$ cat src/rtl/addsub_seq.sv
// -----------------------------------------------------------------------------
// addsub_seq
//
// Command sequencer and accumulator that sits in front of the 8-bit `addsub`
// combinational datapath. Commands (CLR / LOAD / ADD / SUB) arrive over a
// valid/ready channel. ADD and SUB drive the datapath operands and mode from
// registers. The 9-bit datapath result is captured into an 8-bit accumulator
// plus a carry/borrow flag. Every command produces exactly one response
// ({flag, acc}) on a valid/ready response channel.
//
// Configuration macro:
//   ADDSUB_SEQ_SAT_EN  - when defined, the accumulator saturates. An ADD
//                        carry writes 0xFF and a SUB borrow writes 0x00. The
//                        flag still records the raw result[8]. When not
//                        defined, the accumulator wraps (modular arithmetic).
//
// Ports:
//   clk         in   1  sole clock, rising edge
//   rst_n       in   1  asynchronous active-low reset
//   cmd_valid   in   1  command present
//   cmd_ready   out  1  sequencer can accept a command (IDLE only)
//   cmd_op      in   2  00 CLR, 01 LOAD, 10 ADD, 11 SUB
//   cmd_data    in   8  operand for LOAD/ADD/SUB
//   as_a        out  8  datapath operand a (registered)
//   as_b        out  8  datapath operand b (registered)
//   as_addnsub  out  1  datapath mode, 1 = add, 0 = subtract (registered)
//   as_result   in   9  datapath result
//   rsp_valid   out  1  response available
//   rsp_ready   in   1  consumer takes response
//   rsp_data    out  9  {flag, acc} after the command
//   acc         out  8  current accumulator
//   flag        out  1  carry (ADD) / borrow (SUB) of last arithmetic op
//   op_count    out  8  completed ADD/SUB count, wraps 255 -> 0
// -----------------------------------------------------------------------------
module addsub_seq (
  input  logic       clk,
  input  logic       rst_n,
  input  logic       cmd_valid,
  output logic       cmd_ready,
  input  logic [1:0] cmd_op,
  input  logic [7:0] cmd_data,
  output logic [7:0] as_a,
  output logic [7:0] as_b,
  output logic       as_addnsub,
  input  logic [8:0] as_result,
  output logic       rsp_valid,
  input  logic       rsp_ready,
  output logic [8:0] rsp_data,
  output logic [7:0] acc,
  output logic       flag,
  output logic [7:0] op_count
);

  typedef enum logic [1:0] {
    ST_IDLE = 2'd0,
    ST_EXEC = 2'd1,
    ST_RESP = 2'd2
  } state_t;

  localparam logic [1:0] OP_CLR  = 2'b00;
  localparam logic [1:0] OP_LOAD = 2'b01;
  localparam logic [1:0] OP_ADD  = 2'b10;
  localparam logic [1:0] OP_SUB  = 2'b11;

  state_t     state_q, state_d;
  logic [7:0] acc_q, acc_d;
  logic       flag_q, flag_d;
  logic [7:0] op_count_q, op_count_d;
  logic [7:0] as_a_q, as_a_d;
  logic [7:0] as_b_q, as_b_d;
  logic       as_addnsub_q, as_addnsub_d;

  logic       cmd_fire;
  logic       rsp_fire;
  logic [7:0] exec_acc;

  // ---------------------------------------------------------------------------
  // Handshake qualifiers
  // ---------------------------------------------------------------------------
  assign cmd_fire = cmd_valid & cmd_ready;
  assign rsp_fire = rsp_valid & rsp_ready;

  // ---------------------------------------------------------------------------
  // State register
  // ---------------------------------------------------------------------------
  always_ff @(posedge clk or negedge rst_n) begin
    if (!rst_n) begin
      state_q <= ST_IDLE;
    end else begin
      state_q <= state_d;
    end
  end

  // ---------------------------------------------------------------------------
  // Next-state logic
  // ---------------------------------------------------------------------------
  always_comb begin
    state_d = state_q;
    case (state_q)
      ST_IDLE: begin
        if (cmd_fire) begin
          // CLR and LOAD never touch the datapath, so they skip EXEC.
          if (cmd_op == OP_ADD || cmd_op == OP_SUB) begin
            state_d = ST_EXEC;
          end else begin
            state_d = ST_RESP;
          end
        end
      end
      ST_EXEC: begin
        state_d = ST_RESP;
      end
      ST_RESP: begin
        // Returning to IDLE (not straight to another accept) means cmd_ready
        // only rises the cycle after the response retires.
        if (rsp_fire) begin
          state_d = ST_IDLE;
        end
      end
      default: begin
        state_d = ST_IDLE;
      end
    endcase
  end

  // ---------------------------------------------------------------------------
  // Output logic (state-decoded handshake outputs)
  // ---------------------------------------------------------------------------
  always_comb begin
    cmd_ready = 1'b0;
    rsp_valid = 1'b0;
    rsp_data  = 9'd0;
    case (state_q)
      ST_IDLE: begin
        cmd_ready = 1'b1;
      end
      ST_RESP: begin
        // acc/flag cannot change in RESP, so rsp_data is stable under
        // backpressure without a separate holding register.
        rsp_valid = 1'b1;
        rsp_data  = {flag_q, acc_q};
      end
      default: begin
        cmd_ready = 1'b0;
      end
    endcase
  end

  // ---------------------------------------------------------------------------
  // Accumulator value written at the end of EXEC
  // ---------------------------------------------------------------------------
  always_comb begin
`ifdef ADDSUB_SEQ_SAT_EN
    // Clamp on overflow: a carry on ADD pins the accumulator high. A borrow
    // on SUB pins it low. as_addnsub_q tells us which operation is in flight.
    if (as_result[8]) begin
      exec_acc = as_addnsub_q ? 8'hFF : 8'h00;
    end else begin
      exec_acc = as_result[7:0];
    end
`else
    exec_acc = as_result[7:0];
`endif
  end

  // ---------------------------------------------------------------------------
  // Datapath register next values
  // ---------------------------------------------------------------------------
  always_comb begin
    acc_d        = acc_q;
    flag_d       = flag_q;
    op_count_d   = op_count_q;
    as_a_d       = as_a_q;
    as_b_d       = as_b_q;
    as_addnsub_d = as_addnsub_q;

    case (state_q)
      ST_IDLE: begin
        if (cmd_fire) begin
          case (cmd_op)
            OP_CLR: begin
              acc_d  = 8'h00;
              flag_d = 1'b0;
            end
            OP_LOAD: begin
              acc_d  = cmd_data;
              flag_d = 1'b0;
            end
            OP_ADD, OP_SUB: begin
              // The datapath operands come from registers, so as_result is
              // settled for the whole EXEC cycle.
              as_a_d       = acc_q;
              as_b_d       = cmd_data;
              as_addnsub_d = (cmd_op == OP_ADD);
            end
            default: begin
              acc_d = acc_q;
            end
          endcase
        end
      end
      ST_EXEC: begin
        acc_d      = exec_acc;
        flag_d     = as_result[8];
        op_count_d = op_count_q + 8'd1;
      end
      default: begin
        acc_d = acc_q;
      end
    endcase
  end

  // ---------------------------------------------------------------------------
  // Datapath registers
  // ---------------------------------------------------------------------------
  // A reset in EXEC or RESP clears everything, so the in-flight command is
  // dropped without a response or a count increment.
  always_ff @(posedge clk or negedge rst_n) begin
    if (!rst_n) begin
      acc_q        <= 8'h00;
      flag_q       <= 1'b0;
      op_count_q   <= 8'h00;
      as_a_q       <= 8'h00;
      as_b_q       <= 8'h00;
      as_addnsub_q <= 1'b1;
    end else begin
      acc_q        <= acc_d;
      flag_q       <= flag_d;
      op_count_q   <= op_count_d;
      as_a_q       <= as_a_d;
      as_b_q       <= as_b_d;
      as_addnsub_q <= as_addnsub_d;
    end
  end

  assign as_a       = as_a_q;
  assign as_b       = as_b_q;
  assign as_addnsub = as_addnsub_q;
  assign acc        = acc_q;
  assign flag       = flag_q;
  assign op_count   = op_count_q;

endmodule

$ cat config.mk
export PLATFORM = sky130hd
export DESIGN_NAME = addsub_seq
export DESIGN_NICKNAME = d
export VERILOG_FILES = /design/src/rtl/addsub_seq.sv
export SDC_FILE = /design/constraint.sdc
export NUM_CORES = 1
export LEC_CHECK = 0
export CORE_MARGIN = 2
export CORE_UTILIZATION = 45
export CTS_BUF_LIST = sky130_fd_sc_hd__clkbuf_8 sky130_fd_sc_hd__clkbuf_16
export DETAILED_ROUTE_END_ITERATION = 10
export GPL_ROUTABILITY_DRIVEN = 0
export PLACE_DENSITY = 0.86
export SYNTH_ARGS = -nofsm -noshare
export SYNTH_HDL_FRONTEND = slang
export SYNTH_SLANG_ARGS = --single-unit
$ cat constraint.sdc
create_clock -name clk -period 3.2 [get_ports clk]
set_input_delay 0.64 -clock clk [delete_from_list [all_inputs] [get_ports clk]]
set_output_delay 0.64 -clock clk [all_outputs]
set_load 0.03 [all_outputs]
==> flow_metrics.env, run 1 <==
export IMPL_synthSimpleGateAreaFrac=0.1034
export IMPL_cts_hold_buf=0
export IMPL_finalSetupTns_ns=0
export IMPL_cts_resized=0
export IMPL_grt_setup_unrepaired="false"
export IMPL_cts_tree="yes"
export IMPL_power_density_nw_per_um2=875.9
export IMPL_synth_compound_area_frac=0.07987
export IMPL_maxSlewViolCount=0
export IMPL_final_antenna_net_count=0
export IMPL_power_switching_uw=814.7
export IMPL_drt_total_wl_mm=3.579
export IMPL_crit_fanout=7
export IMPL_syn_avg_cell_area_um2=12.99
export IMPL_utilization=0.7065
export IMPL_p_comb_frac=0.478
export IMPL_core_area_um2=3363
export IMPL_fin_crit_ns=2.741
export IMPL_start_util=0.4751
export IMPL_ys_warn_count=0
export IMPL_worstSetupPathType="register to output pin"
export IMPL_synthesis_nets=147
export IMPL_ys_ff_latch=36
export IMPL_seqPwrFrac=0.357
export IMPL_grt_ovfl_total=0
export IMPL_p_total_uw=2081
export IMPL_clk_pin_slew_ns=0.07
export IMPL_cts_root_buf="clkbuf_8"
export IMPL_grt_pass1_vias=1242
export IMPL_area_delta_synth_final_pct=48.71
export IMPL_wl_per_cell_um=14.91
export IMPL_port_buffers=67
export IMPL_insertion_delay_ns=0.28
export IMPL_ir_worst_vdd_mv=0.5377
export IMPL_end_kind="output pin"
export IMPL_tightestPinTransition_ns=1.040
export IMPL_nFillCells=266
export IMPL_intPower_uw=1266
export IMPL_netlist_area_um2=1598
export IMPL_syn_inst=123
export IMPL_ioPinCount=68
export IMPL_required_ns=2.56
export IMPL_synth_fa_ha_area_frac=0.007831
export IMPL_power_leakage_uw=0.001017
export IMPL_cts_made_buffers=5
export IMPL_die_w_um=63.59
export IMPL_relSlewSlack=0.3051
export IMPL_placed_cells=232
export IMPL_routed_via_density=4.975
export IMPL_vias=1194
export IMPL_synth_mux_area_frac=0.1449
export IMPL_swShare=0.3915
export IMPL_status="completed"
export IMPL_clock_fmax_mhz=364.8
export IMPL_critPathLaunchType="register"
export IMPL_multi_input_area_um2=598.1
export IMPL_drc=0
export IMPL_die_h_um=63.59
export IMPL_hp_class="primary input to async pin"
export IMPL_n_antenna_cell=0
export IMPL_synth_top_family_by_area="multiplexers"
export IMPL_numClockSinks=36
export IMPL_synth_cell_types=27
export IMPL_cts_max_path_buffers=2
export IMPL_drv_cap=0
export IMPL_grt_max_degree=37
export IMPL_antenna_found_initial=0
export IMPL_grtUsageTotal=0.1926
export IMPL_finalHoldViolations=0
export IMPL_dieArea_um2=4043
export IMPL_worst_endpoint_arrival_ns=2.10
export IMPL_hpwl_mm=2.596
export IMPL_final_cells=240
export IMPL_finalNetCount=217
export IMPL_clockPowerShare=0.166
export IMPL_cts_setup_buffers=0
export IMPL_regArea_um2=902.1
export IMPL_synth_xor_area_frac=0.03837
export IMPL_layout_worst_path_cycle_share=0.8566
export IMPL_drt_pass1_iter_count=5
export IMPL_finalSetupViolCount=0
export IMPL_htreeDepth=2
export IMPL_layout_drive_gt1_share=0.1495
export IMPL_placementRows=21
export IMPL_grt_pass1_wl_mm=5.920
export IMPL_skew_ns=0.007247
export IMPL_ys_seq_area_frac=0.5646
export IMPL_drt_iter0_markers=31
[state kept, by name, indices dropped and copies added (netlist names)]
signal / cells
op_count: 8
as_b: 8
state_q: 2
as_a: 8
acc: 8
as_addnsub: 1
flag: 1
[power by group through the flow]
stage               combinational, uW  clock, uW  sequential, uW
detailed placement                998          0             748
global route                     1040        370             766
finish                            994        344             742
floorplan                         282          0            1030
global placement                  992          0             739
CTS                              1000        350             744
[synthesized netlist by cell type]
master    number  area (um2)
dfrtp_1       35       875.8
inv_1         12       45.04
and2_1         9       56.30
mux2_2         9       101.4
o21ai_0        9       45.04
a32oi_1        8       70.07
mux2_4         8       120.1
xnor2_1        6       52.55
nand4_1        4       25.02
nand2_1        3       11.26
nor2b_1        3       18.77
buf_12         2       40.04
a21o_1         1       7.510
a21oi_1        1       5.000
and2_4         1       8.760
and3_1         1       6.260
and4b_1        1       10.01
buf_1          1       3.750
buf_2          1       5.000
clkbuf_1       1       3.750
dfstp_2        1       26.28
ha_1           1       12.51
mux2i_1        1       10.01
nand2b_1       1       6.260
nor2_1         1       3.750
nor3b_4        1       18.77
xor2_1         1       8.760
[stage by stage]
stage | setup WS (ns) | hold slack [ns] | instance area [um2]
floorplan | 1.166 | 0.3444 | 1598
global placement | 0.7769 | 0.4571 | 2276
detailed placement | 0.7368 | 0.4829 | 2276
CTS | 0.4611 | 0.4586 | 2376
global route | 0.3355 | 0.4899 | 2376
finish | 0.4590 | 0.4244 | 2376
[kinds of logic after synthesis]
group / after synthesis
buf+inv: 17
simple gates: 25
xor+xnor: 7
mux: 18
fa+ha+maj: 1
flops: 36
compound gates: 19
[worst paths after layout]
kind	startpoint	endpoint	slack [ns]	cells after the start
worst max register to register	state_q[0]	op_count[1]	1.34	2
max in group asynchronous	rst_n	as_b[7]	2.28	1
worst min register to register	as_addnsub	as_addnsub	0.49	2
worst max-delay path	state_q[1]	rsp_data[0]	0.46	4
min in group clk	as_addnsub	as_addnsub	0.49	2
worst min-delay path	rst_n	as_a[1]	0.42	1
[cells in the final DEF, fill, tap and decap left out, types with 3 or more instances in the layout]
cell type / count
a32oi_1: 8
and2_1: 9
clkbuf_8: 7
clkdlybuf4s50_1: 66
dfrtp_1: 35
inv_1: 13
mux2_2: 9
mux2_4: 8
nand2_1: 3
nand4_1: 4
nor2b_1: 3
o21ai_0: 9
xnor2_1: 6
[layer usage]
| metal | GRT usage | vias up | wire length [um] |
|---|---|---|---|
| met3 | 0.04643 | 8 | 203 |
| met4 | 0.08967 | 0 | 81 |
| met5 | 0 | - | 0 |
| met1 | 0.2609 | 570 | 1598 |
| li1 | - | 569 | - |
| met2 | 0.2921 | 47 | 1695 |
[critical path, stage by stage, from the launching register on]
cell             delay (ns)
dfrtp_1                0.45
nor2b_1                0.35
buf_4                  0.22
and2_1                 0.14
clkdlybuf4s50_1        0.67
[final cells by class]
class                   instances  area share
flip-flops and latches         36      0.3797
repair buffers                 68      0.2833
multi-input cells              70      0.2517
clock buffers                   7     0.04055
well taps                      46     0.02422
inverters                      12     0.01896
clock inverters                 1    0.001580
Note: power is estimated with default switching activity, not from simulation.
==> run 2: changes to the inputs <==
Settings changed: REMOVE_ABC_BUFFERS from default to 1.
Clock period 3.2 ns to 3.19 ns, I/O delays scaled along.
==> flow_metrics.env, run 2 (same netlist as run 1, synthesis figures left out) <==
export IMPL_status="completed"
export IMPL_postPlaceCellArea_um2=2268
export IMPL_path_delay_family="simple AND/OR/NAND/NOR gates"
export IMPL_antenna_found_initial=0
export IMPL_final_common_cell="clkdlybuf4s50_1"
export IMPL_grt_ovfl_total=0
export IMPL_skew_ns=0.006422
export IMPL_cpPeakStageDelay_ns=0.67
export IMPL_design_area_um2=2376
export IMPL_layout_common_cells="clkdlybuf4s50_1, dfrtp_1, inv_1"
export IMPL_grt_pass1_vias=1273
export IMPL_cts_max_path_buffers=2
export IMPL_ir_worst_vdd_mv=0.5445
export IMPL_final_antenna_net_count=0
export IMPL_ioPinCount=68
export IMPL_wl_met2_mm=1.735
export IMPL_grtUsageTotal=0.1979
export IMPL_power_leakage_uw=0.001016
export IMPL_dieArea_um2=4043
export IMPL_port_buffers=67
export IMPL_finalSetupViolCount=0
export IMPL_wl_met3_um=247
export IMPL_worstSetupPathType="register to output pin"
export IMPL_fin_crit_ns=2.945
export IMPL_finalSetupTns_ns=0
export IMPL_setup_ws_ns=0.2446
export IMPL_hp_class="primary input to async pin"
export IMPL_vias=1225
export IMPL_numClockSinks=36
export IMPL_relSlewSlack=0.3270
export IMPL_worst_endpoint_arrival_ns=2.31
export IMPL_htreeDepth=2
export IMPL_drv_cap=0
export IMPL_worst_path_buf_inv=1
export IMPL_core_area_um2=3363
export IMPL_crit_fanout=11
export IMPL_maxSlewViolCount=0
export IMPL_top_layer_used="met4"
export IMPL_wl_per_cell_um=15.38
export IMPL_m1WireLength_mm=1.619
export IMPL_clock_fmax_mhz=339.5
export IMPL_hpwl_mm=2.649
export IMPL_cts_made_buffers=5
export IMPL_tightestPinTransition_ns=1.007
export IMPL_layout_worst_path_cycle_share=0.9233
export IMPL_placementRows=21
export IMPL_cts_resized=0
export IMPL_routed_via_density=5.126
export IMPL_cts_hold_buf=0
export IMPL_clk_pin_slew_ns=0.07
export IMPL_n_antenna_cell=0
export IMPL_drt_iter0_markers=35
export IMPL_grt_max_degree=37
export IMPL_required_ns=2.55
export IMPL_finalHoldViolations=0
export IMPL_start_util=0.4751
export IMPL_insertion_delay_ns=0.29
export IMPL_die_w_um=63.59
export IMPL_area_delta_synth_final_pct=48.71
export IMPL_drc=0
export IMPL_drt_pass1_iter_count=4
export IMPL_power_density_nw_per_um2=899.3
export IMPL_drt_total_wl_mm=3.676
export IMPL_utilization=0.7065
export IMPL_finalNetCount=216
export IMPL_end_kind="output pin"
export IMPL_path_cells="nor2b_1 -> and2_1 -> clkdlybuf4s50_1"
export IMPL_slowest_stage="clkdlybuf4s50_1"
export IMPL_cts_root_buf="clkbuf_8"
export IMPL_p_total_uw=2137
export IMPL_grt_setup_unrepaired="false"
export IMPL_layout_drive_gt1_share=0.1451
export IMPL_cts_tree="yes"
export IMPL_die_h_um=63.59
export IMPL_grt_pass1_wl_mm=6.085
export IMPL_cts_setup_buffers=0
export IMPL_critPathLaunchType="register"
export IMPL_place_ws_ns=0.6037
[run 2: changes by cell type in the layout (fill, tap and decap cells not counted)]
cell and delta:
clkbuf_8 -2, buf_4 -1, bufinv_16 +1, clkinv_2 +1
[run 2: stage by stage]
step	hold slack, ns	std cells
floorplan	0.3424	118
global placement	0.4566	231
detailed placement	0.4669	231
CTS	0.4448	239
global route	0.4775	239
finish	0.4211	239
[run 2: final cells by class]
class / instances / area (um2)
fillers: 267 / 987.2
flip-flops and latches: 36 / 902.1
repair buffers: 67 / 665.6
multi-input cells: 70 / 598.1
clock buffers: 5 / 68.82
well taps: 46 / 57.56
inverters: 12 / 45.04
clock inverters: 3 / 38.79
[run 2: routing by layer]
| layer | vias up | GRT usage |
|---|---|---|
| met3 | 11 | 0.06071 |
| met1 | 590 | 0.2606 |
| li1 | 562 | - |
| met2 | 62 | 0.3053 |
| met5 | - | 0 |
| met4 | 0 | 0.07880 |
[run 2: power breakdown]
group	internal (uW)	switching (uW)	leakage (uW)	total (uW)
combinational	461	540	0.000503	1000
sequential	613	130	0.000454	742
clock	229	165	0.0000593	394
[run 2: worst paths after layout]
| kind | startpoint | to | slack (ns) | cells after the start |
|---|---|---|---|---|
| worst max-delay path | state_q[1] | rsp_data[3] | 0.24 | 3 |
| worst min-delay path | rst_n | as_a[0] | 0.42 | 1 |
| worst max register to register | state_q[0] | op_count[1] | 1.36 | 2 |
| worst min register to register | op_count[7] | op_count[7] | 0.47 | 1 |
| max in group asynchronous | rst_n | op_count[0] | 2.27 | 1 |
| min in group clk | op_count[7] | op_count[7] | 0.47 | 1 |
[run 2: worst reg2reg max path, stage by stage (launching register included)]
cell and delay (ns):
dfrtp_1 0.46, nor2b_1 0.83, mux2_2 0.41
